## src/rtl/ioctl_pkg.sv

```systemverilog
// Shared definitions for the HPS ioctl upload readback path.
package ioctl_pkg;

  localparam int unsigned IOCTL_AW = 25;
  localparam logic [7:0]  UP_FILL  = 8'hFF;

  typedef enum logic [1:0] {
    IDLE  = 2'd0,
    FETCH = 2'd1,
    FILL  = 2'd2
  } state_e;

  function automatic logic [7:0] sum8(input logic [7:0] a, input logic [7:0] b);
    return a + b;
  endfunction

endpackage

```

## src/rtl/ioctl_upload_reader.sv

```systemverilog
// Answers HPS upload reads from core memory, stalling with ioctl_wait while a
// read is outstanding, and tracks byte count, checksum and timeout status.
module ioctl_upload_reader
  import ioctl_pkg::*;
#(
  parameter int         ADDR_W   = 14,
  parameter logic [7:0] UP_INDEX = 8'd2,
  parameter int         TIMEOUT  = 255
) (
  input  logic                clk_sys,
  input  logic                reset,
  input  logic                ioctl_upload,
  input  logic [7:0]          ioctl_index,
  input  logic                ioctl_rd,
  input  logic [IOCTL_AW-1:0] ioctl_addr,
  output logic [7:0]          ioctl_din,
  output logic                ioctl_wait,
  output logic [ADDR_W-1:0]   mem_addr,
  output logic                mem_rd,
  input  logic                mem_ack,
  input  logic [7:0]          mem_data,
  output logic                core_pause,
  output logic [IOCTL_AW-1:0] up_count,
  output logic [7:0]          up_sum,
  output logic                up_error
);

  localparam logic [7:0] TO_L = 8'(TIMEOUT);

  state_e              state_q, state_d;
  logic [7:0]          ioctl_din_q, ioctl_din_d;
  logic                ioctl_wait_q, ioctl_wait_d;
  logic [ADDR_W-1:0]   mem_addr_q, mem_addr_d;
  logic                mem_rd_q, mem_rd_d;
  logic                active_q, active_d;
  logic [IOCTL_AW-1:0] up_count_q, up_count_d;
  logic [7:0]          up_sum_q, up_sum_d;
  logic                up_error_q, up_error_d;
  logic [7:0]          timer_q, timer_d;

  logic                active_s;
  logic                in_range_s;
  logic                done_s;
  logic                err_set_s;
  logic [7:0]          ret_byte_s;

  always_comb begin
    active_s   = ioctl_upload && (ioctl_index == UP_INDEX);
    in_range_s = ((ioctl_addr >> ADDR_W) == {IOCTL_AW{1'b0}});
  end

  always_comb begin
    state_d     = state_q;
    ioctl_din_d = ioctl_din_q;
    mem_addr_d  = mem_addr_q;
    timer_d     = timer_q;
    done_s      = 1'b0;
    err_set_s   = 1'b0;
    ret_byte_s  = ioctl_din_q;

    case (state_q)
      IDLE: begin
        timer_d = 8'd0;
        if (ioctl_rd && active_s) begin
          if (in_range_s) begin
            mem_addr_d = ioctl_addr[ADDR_W-1:0];
            timer_d    = 8'd1;
            state_d    = FETCH;
          end else begin
            state_d = FILL;
          end
        end else begin
          state_d = IDLE;
        end
      end
      FETCH: begin
        // Session ending mid-read abandons it without touching the byte or counters.
        if (!active_s) begin
          timer_d = 8'd0;
          state_d = IDLE;
        end else if (mem_ack) begin
          ret_byte_s  = mem_data;
          ioctl_din_d = mem_data;
          done_s      = 1'b1;
          timer_d     = 8'd0;
          state_d     = IDLE;
        end else if (timer_q >= TO_L) begin
          ret_byte_s  = UP_FILL;
          ioctl_din_d = UP_FILL;
          err_set_s   = 1'b1;
          done_s      = 1'b1;
          timer_d     = 8'd0;
          state_d     = IDLE;
        end else begin
          timer_d = timer_q + 8'd1;
        end
      end
      FILL: begin
        ret_byte_s  = UP_FILL;
        ioctl_din_d = UP_FILL;
        done_s      = 1'b1;
        state_d     = IDLE;
      end
      default: begin
        timer_d = 8'd0;
        state_d = IDLE;
      end
    endcase
  end

  always_comb begin
    active_d   = active_s;
    up_count_d = up_count_q;
    up_sum_d   = up_sum_q;
    up_error_d = up_error_q;
    // A new matching session starts its statistics from zero.
    if (active_s && !active_q) begin
      up_count_d = {IOCTL_AW{1'b0}};
      up_sum_d   = 8'd0;
      up_error_d = 1'b0;
    end else begin
      up_count_d = up_count_q;
    end
    if (done_s) begin
      up_count_d = up_count_d + {{(IOCTL_AW-1){1'b0}}, 1'b1};
      up_sum_d   = sum8(up_sum_d, ret_byte_s);
    end else begin
      up_sum_d = up_sum_d;
    end
    if (err_set_s) begin
      up_error_d = 1'b1;
    end else begin
      up_error_d = up_error_d;
    end
    ioctl_wait_d = (state_d != IDLE);
    mem_rd_d     = (state_d == FETCH);
  end

  always_ff @(posedge clk_sys) begin
    if (reset) begin
      state_q      <= IDLE;
      ioctl_din_q  <= 8'h00;
      ioctl_wait_q <= 1'b0;
      mem_addr_q   <= {ADDR_W{1'b0}};
      mem_rd_q     <= 1'b0;
      active_q     <= 1'b0;
      up_count_q   <= {IOCTL_AW{1'b0}};
      up_sum_q     <= 8'd0;
      up_error_q   <= 1'b0;
      timer_q      <= 8'd0;
    end else begin
      state_q      <= state_d;
      ioctl_din_q  <= ioctl_din_d;
      ioctl_wait_q <= ioctl_wait_d;
      mem_addr_q   <= mem_addr_d;
      mem_rd_q     <= mem_rd_d;
      active_q     <= active_d;
      up_count_q   <= up_count_d;
      up_sum_q     <= up_sum_d;
      up_error_q   <= up_error_d;
      timer_q      <= timer_d;
    end
  end

  assign ioctl_din  = ioctl_din_q;
  assign ioctl_wait = ioctl_wait_q;
  assign mem_addr   = mem_addr_q;
  assign mem_rd     = mem_rd_q;
  assign core_pause = active_q;
  assign up_count   = up_count_q;
  assign up_sum     = up_sum_q;
  assign up_error   = up_error_q;

endmodule

```

## config.mk

```make
export PLATFORM = sky130hd
export DESIGN_NAME = ioctl_upload_reader
export DESIGN_NICKNAME = d
export VERILOG_FILES = /design/src/rtl/ioctl_pkg.sv /design/src/rtl/ioctl_upload_reader.sv
export SDC_FILE = /design/constraint.sdc
export NUM_CORES = 1
export LEC_CHECK = 0
export ABC_AREA = 1
export CAP_MARGIN = 25
export CORE_MARGIN = 4
export CORE_UTILIZATION = 37
export CTS_CLUSTER_DIAMETER = 40
export DETAILED_ROUTE_END_ITERATION = 10
export DONT_BUFFER_PORTS = 1
export GPL_TIMING_DRIVEN = 1
export HOLD_SLACK_MARGIN = 0.02
export PLACE_DENSITY = 0.55
export RECOVER_POWER = 50
export SLEW_MARGIN = 20
export SYNTH_ARGS = -nofsm -noshare
export SYNTH_HDL_FRONTEND = slang
export SYNTH_SLANG_ARGS = --single-unit
```

## constraint.sdc

```tcl
create_clock -name clk_sys -period 3.8 [get_ports clk_sys]
set_input_delay 0.57 -clock clk_sys [delete_from_list [all_inputs] [get_ports clk_sys]]
set_output_delay 0.57 -clock clk_sys [all_outputs]
set_load 0.005 [all_outputs]
```

Word-level counts from Yosys, hierarchy flattened
Cells that the tools add are included.
Storage, ports and cells
  output and inout port bits: 59
  input bits: 46
  flip-flop bits (word level): 69
  word-level logic and storage cells: 56
Operators by class
  add/sub/neg operators: 3
  reduce and logical (&&, ||, !) cells: 9
  multiplexer cells: 29
  order comparisons: 1
  eq/ne operators: 4
Operator list (count)
  $mux W8: 8
  $mux W25: 2
  $add A25 B1 Y25 const B: 1
  $logic_not A25 Y1: 1
  $pmux W8 S3: 1
  $pmux W8 S2: 1
  $mux W1: 10
  $mux W2: 5
  $add A8 B1 Y8 const B: 1
  $add A8 B8 Y8: 1
  $eq A8 B2 Y1 const B: 1
  $ge A8 B8 Y1 const B: 1
  $eq A2 B1 Y1 const B: 2
  $pmux W2 S2: 1
  $reduce_bool A2 Y1: 2
  $logic_and A1 B1 Y1: 3
  $reduce_and A3 Y1: 1
  $eq A2 B2 Y1 const B: 1
  $logic_not A2 Y1: 1
  $pmux W1 S2: 1
  $logic_not A1 Y1: 1

Logic depth before layout (Yosys ltp)
  depth in word-level cells: 7
  gate-level depth with buffers: 18
  gate-level depth less buffers: 18

Worst setup path before layout
OpenSTA, ideal clock, no wires.
  path kind: input to register
  from: input port ioctl_index[3]
  to: register up_sum_q[6], in the netlist up_sum[6]
  data arrival time: 2.771 ns
  path slack: 0.959 ns
  data required time: 3.730 ns
  library setup time: 0.070 ns
  cell stages on the path: 16
  buffers on the path: 0
  cells stage by stage: nor2_2 > nand3_1 > nor2_4 > nand2_2 > a21oi_1 > o21ai_0 > a22oi_1 > ha_1 > inv_1 > fa_1 > o21ai_0 > a21oi_1 > nor2_1 > nor2_1 > xor2_1 > a21oi_1
Between the ends
  longest elaborated chain between the ends: 6
  elaborated cells on any way between the ends: 10
  classes of those cells: add/sub: 1; eq/ne: 1; mux: 6; reduce/logical: 2
Ends and longest elaborated chain
  from (decl): line ioctl_upload_reader.sv:13  | input logic [7:0] ioctl_index,
  $eq A8 B2 Y1: line ioctl_upload_reader.sv:48  | active_s = ioctl_upload && (ioctl_index == UP_INDEX);
  $logic_and A1 B1 Y1: line ioctl_upload_reader.sv:48
  $mux W8: line ioctl_upload_reader.sv:78  | if (!active_s) begin
  $pmux W8 S2
  named net ioctl_din_d[0]: line ioctl_upload_reader.sv:31  | logic [7:0] ioctl_din_q, ioctl_din_d;
  $add A8 B8 Y8: line ioctl_pkg.sv:14  | return a + b;
  $mux W8: line ioctl_upload_reader.sv:124  | if (done_s) begin
  to (signal assigned): line ioctl_upload_reader.sv:159  | up_sum_q <= up_sum_d;
  to (decl): line ioctl_upload_reader.sv:37  | logic [7:0] up_sum_q, up_sum_d;
The timed path passes the listed nets, and every way through them passes these cells.
A chain may end at the register's enable or synchronous reset.

Final worst setup path
  from: register timer_q[0]
  to: register up_sum_q[6], in the netlist up_sum[6]
Between the ends
  longest elaborated chain between the ends: 7
  elaborated cells on any way between the ends: 11
  classes of those cells: add/sub: 1; order compare: 1; mux: 9
Ends and longest elaborated chain
  from (decl): line ioctl_upload_reader.sv:39  | logic [7:0] timer_q, timer_d;
  from (signal assigned): line ioctl_upload_reader.sv:161  | timer_q <= timer_d;
  $ge A8 B8 Y1: line ioctl_upload_reader.sv:87  | end else if (timer_q >= TO_L) begin
  $mux W8
  $mux W8: line ioctl_upload_reader.sv:81  | end else if (mem_ack) begin
  $mux W8: line ioctl_upload_reader.sv:78
  $pmux W8 S2
  named net ioctl_din_d[0]: line ioctl_upload_reader.sv:31
  $add A8 B8 Y8: line ioctl_pkg.sv:14
  $mux W8: line ioctl_upload_reader.sv:124
The timed path passes the listed nets, and every way through them passes these cells.

==> summary.txt <==
Floorplan
  • Die Wd: 111.0 um
  • DIE AREA: 12320 um2
  • Die H: 111.0 um
  • Ports: 105
  • Starting density of the core: 38.02%
  • Rows: 37
  • Core Region: 10320 um2

Timing
  • RSZ-0062 raised after global routing: no
  • Worst-Margin Slew: 0.5878 ns
  • Fmax achieved: 314.2 MHz
  • Hold Slack: 0.2891 ns
  • Final Max Tran Viols: 0
  • Setup violations, final: 0
  • Period utilization: 83.76%
  • Skew final: 0.009564 ns
  • Final hold violation count: 0
  • Fin crit period: 3.183 ns
  • Final worst slack: 0.6170 ns
  • Setup TNS: 0 ns
  • Relative slew slack: 60.67%

CTS
  • Setup repair bufs after CTS: 0
  • Post-CTS sizing: 0
  • Clock sink count: 69
  • CTS tree: built
  • CTS Root Cell: clkbuf_8
  • Reg clk slew, reported paths: 0.08 ns
  • H-tree depth: 3
  • Clk buf depth: 2
  • Hold Buf Count CTS: 0
  • CTS buffer count: 9
  • Clock latency on the worst-skew pair: 0.34 ns

Route
  • First DRT Iteration DRCs: 203
  • Via count: 3609
  • DR WL met3: 736 um
  • Total detailed-routing wirelength: 9956 um
  • Routed length on met2: 4406 um
  • DR top layer: met4
  • Drt pass-1 iters: 4
  • Vias/cell: 5.055
  • Routed wire per std cell: 13.94 um
  • Post-route ant nets: 0
  • Post-Route M1 WL: 4639 um
  • DRC viols: 0

Final layout
  • Area grow syn2layout: 8.001%
  • Commonest non-fill, non-tap cells in the layout: nand2_1, nor2_1, dfxtp_1
  • Commonest non-fill, non-tap cell in the layout: nand2_1
  • Nets@finish: 632
  • Antenna Cells: 0
  • Fin util: 41.06%
  • Layout cells sized above 1: 9.516%

Job
  • Max-cap violations: 0

Setup path
  • Critical path arrival: 3.46 ns
  • Critical Path End Type: register
  • Setup CP Type: register to register
  • Crit path launch type: register
  • Required time of the critical path: 4.08 ns
  • Critical Path Fanout Max: 8

Synthesis
  • Post-Syn Instances: 576
  • Mapped Avg Cell Area: 6.814 um2
  • Netlist cell types: 40
  • Mapped Area: 3925 um2
  • Synthesized flop and latch total: 69
  • Ys async rst share: 0%
  • Mapped Nets: 635
  • Yosys warns: 0
  • Seq/Total Area, Yosys: 35.19%
  • EDFF count, synth: 0
  • Most used DFF post-synth: dfxtp_1

Power and ir drop
  • Pwr/cell area: 339.6 nW/um2
  • Pwr Total: 1.440 mW
  • P_leak: 1.770 nW
  • Worst vdd ir: 0.0001341 V

Worst hold path
  • Worst min-delay path category: input pin to register

Place
  • RD Place Congestion: 0.8100
  • Post-DP HPWL: 7438 um
  • Port Buf Inserts: 0
  • Place WS: 0.6577 ns

GRT
  • Number of global-route vias before repair: 3506
  • Initial antenna violation count: 0
  • GRT Total Usage: 16.30%
  • Grt total ovfl: 0
  • Global-route wire length before repair: 16810 um
  • Largest net degree at the start of global routing: 47

Outcome
  • Run status: completed
[area by class of cell]
class,count,area [um2]
tap,136,170.2
fill,1073,6085
inverter,67,251.5
timing repair buffer,3,22.52
multi-input combinational,423,2188
clock buffer,12,155.1
sequential,69,1381
clock inverter,4,70.07
[power breakdown]
part / internal (mW) / switching, mW / leakage, nW
Sequential: 0.722 / 0.0000575 / 0.555
Clock: 0.404 / 0.288 / 0.116
Combinational: 0.00756 / 0.0180 / 1.10
Total: 1.13 / 0.306 / 1.77
[cells by family (layout without fill, tap and decap cells)]
logic type / Yosys count / count (layout) / synth area share (%)
xor+xnor: 6 / 6 / 1.339
fa+ha+maj: 13 / 13 / 4.335
compound gates: 99 / 99 / 14.03
simple gates: 305 / 305 / 36.37
buf+inv: 84 / 86 / 8.734
flops: 69 / 69 / 35.19
[synthesized netlist by cell type, types with 9 or more instances]
cell,number,share of area [%]
nor2_2,9,1.4
a21oi_1,40,5.1
nand2_1,109,10
nor2_1,102,9.8
nor3_1,12,1.5
nand3_1,27,3.4
dfxtp_1,69,35
o21ai_0,41,5.2
ha_1,12,3.8
inv_1,62,5.9
[metal layers]
layer	global-route usage, %	vias up
met5	0	-
met4	6.158	0
met3	4.531	15
met2	25.73	112
met1	21.17	1612
li1	-	1870
[final timing paths]
kind | start | depth (start not counted) | end | slack, ns
worst max-delay path | timer_q[0] | 18 | up_sum[6] | 0.62
worst min-delay path | reset | 1 | up_count[12] | 0.29
worst max register to register | timer_q[0] | 18 | up_sum[6] | 0.62
worst min register to register | up_error | 2 | up_error | 0.50
[registers in the layout, indices dropped and copies added, names as in the netlist]
name / flops
core_pause: 1
ioctl_din: 8
ioctl_wait: 1
mem_addr: 14
mem_rd: 1
state_q: 2
timer_q: 8
up_count: 25
up_error: 1
up_sum: 8
[critical path: stages (launching register included)]
cell and delay (ns):
dfxtp_1 0.37, ha_1 0.20, nand2_1 0.08, nor2_1 0.19, nand2_2 0.11, nand2_1 0.08, nand2_2 0.13, a21oi_1 0.16
o21ai_0 0.10, a22oi_1 0.20, ha_1 0.21, inv_1 0.07, fa_1 0.41, o21ai_0 0.30, a21oi_1 0.11, nor2_1 0.10
nor2_1 0.05, xor2_1 0.13, a21oi_1 0.11
[metrics by stage]
stage / std cells / cell area [um2]
final: 714 / 4239
after global routing: 714 / 4239
after CTS: 714 / 4252
after detailed placement: 698 / 4026
after global placement: 698 / 4026
after floorplan: 576 / 3925
Note: power is estimated with default switching activity, not from simulation.
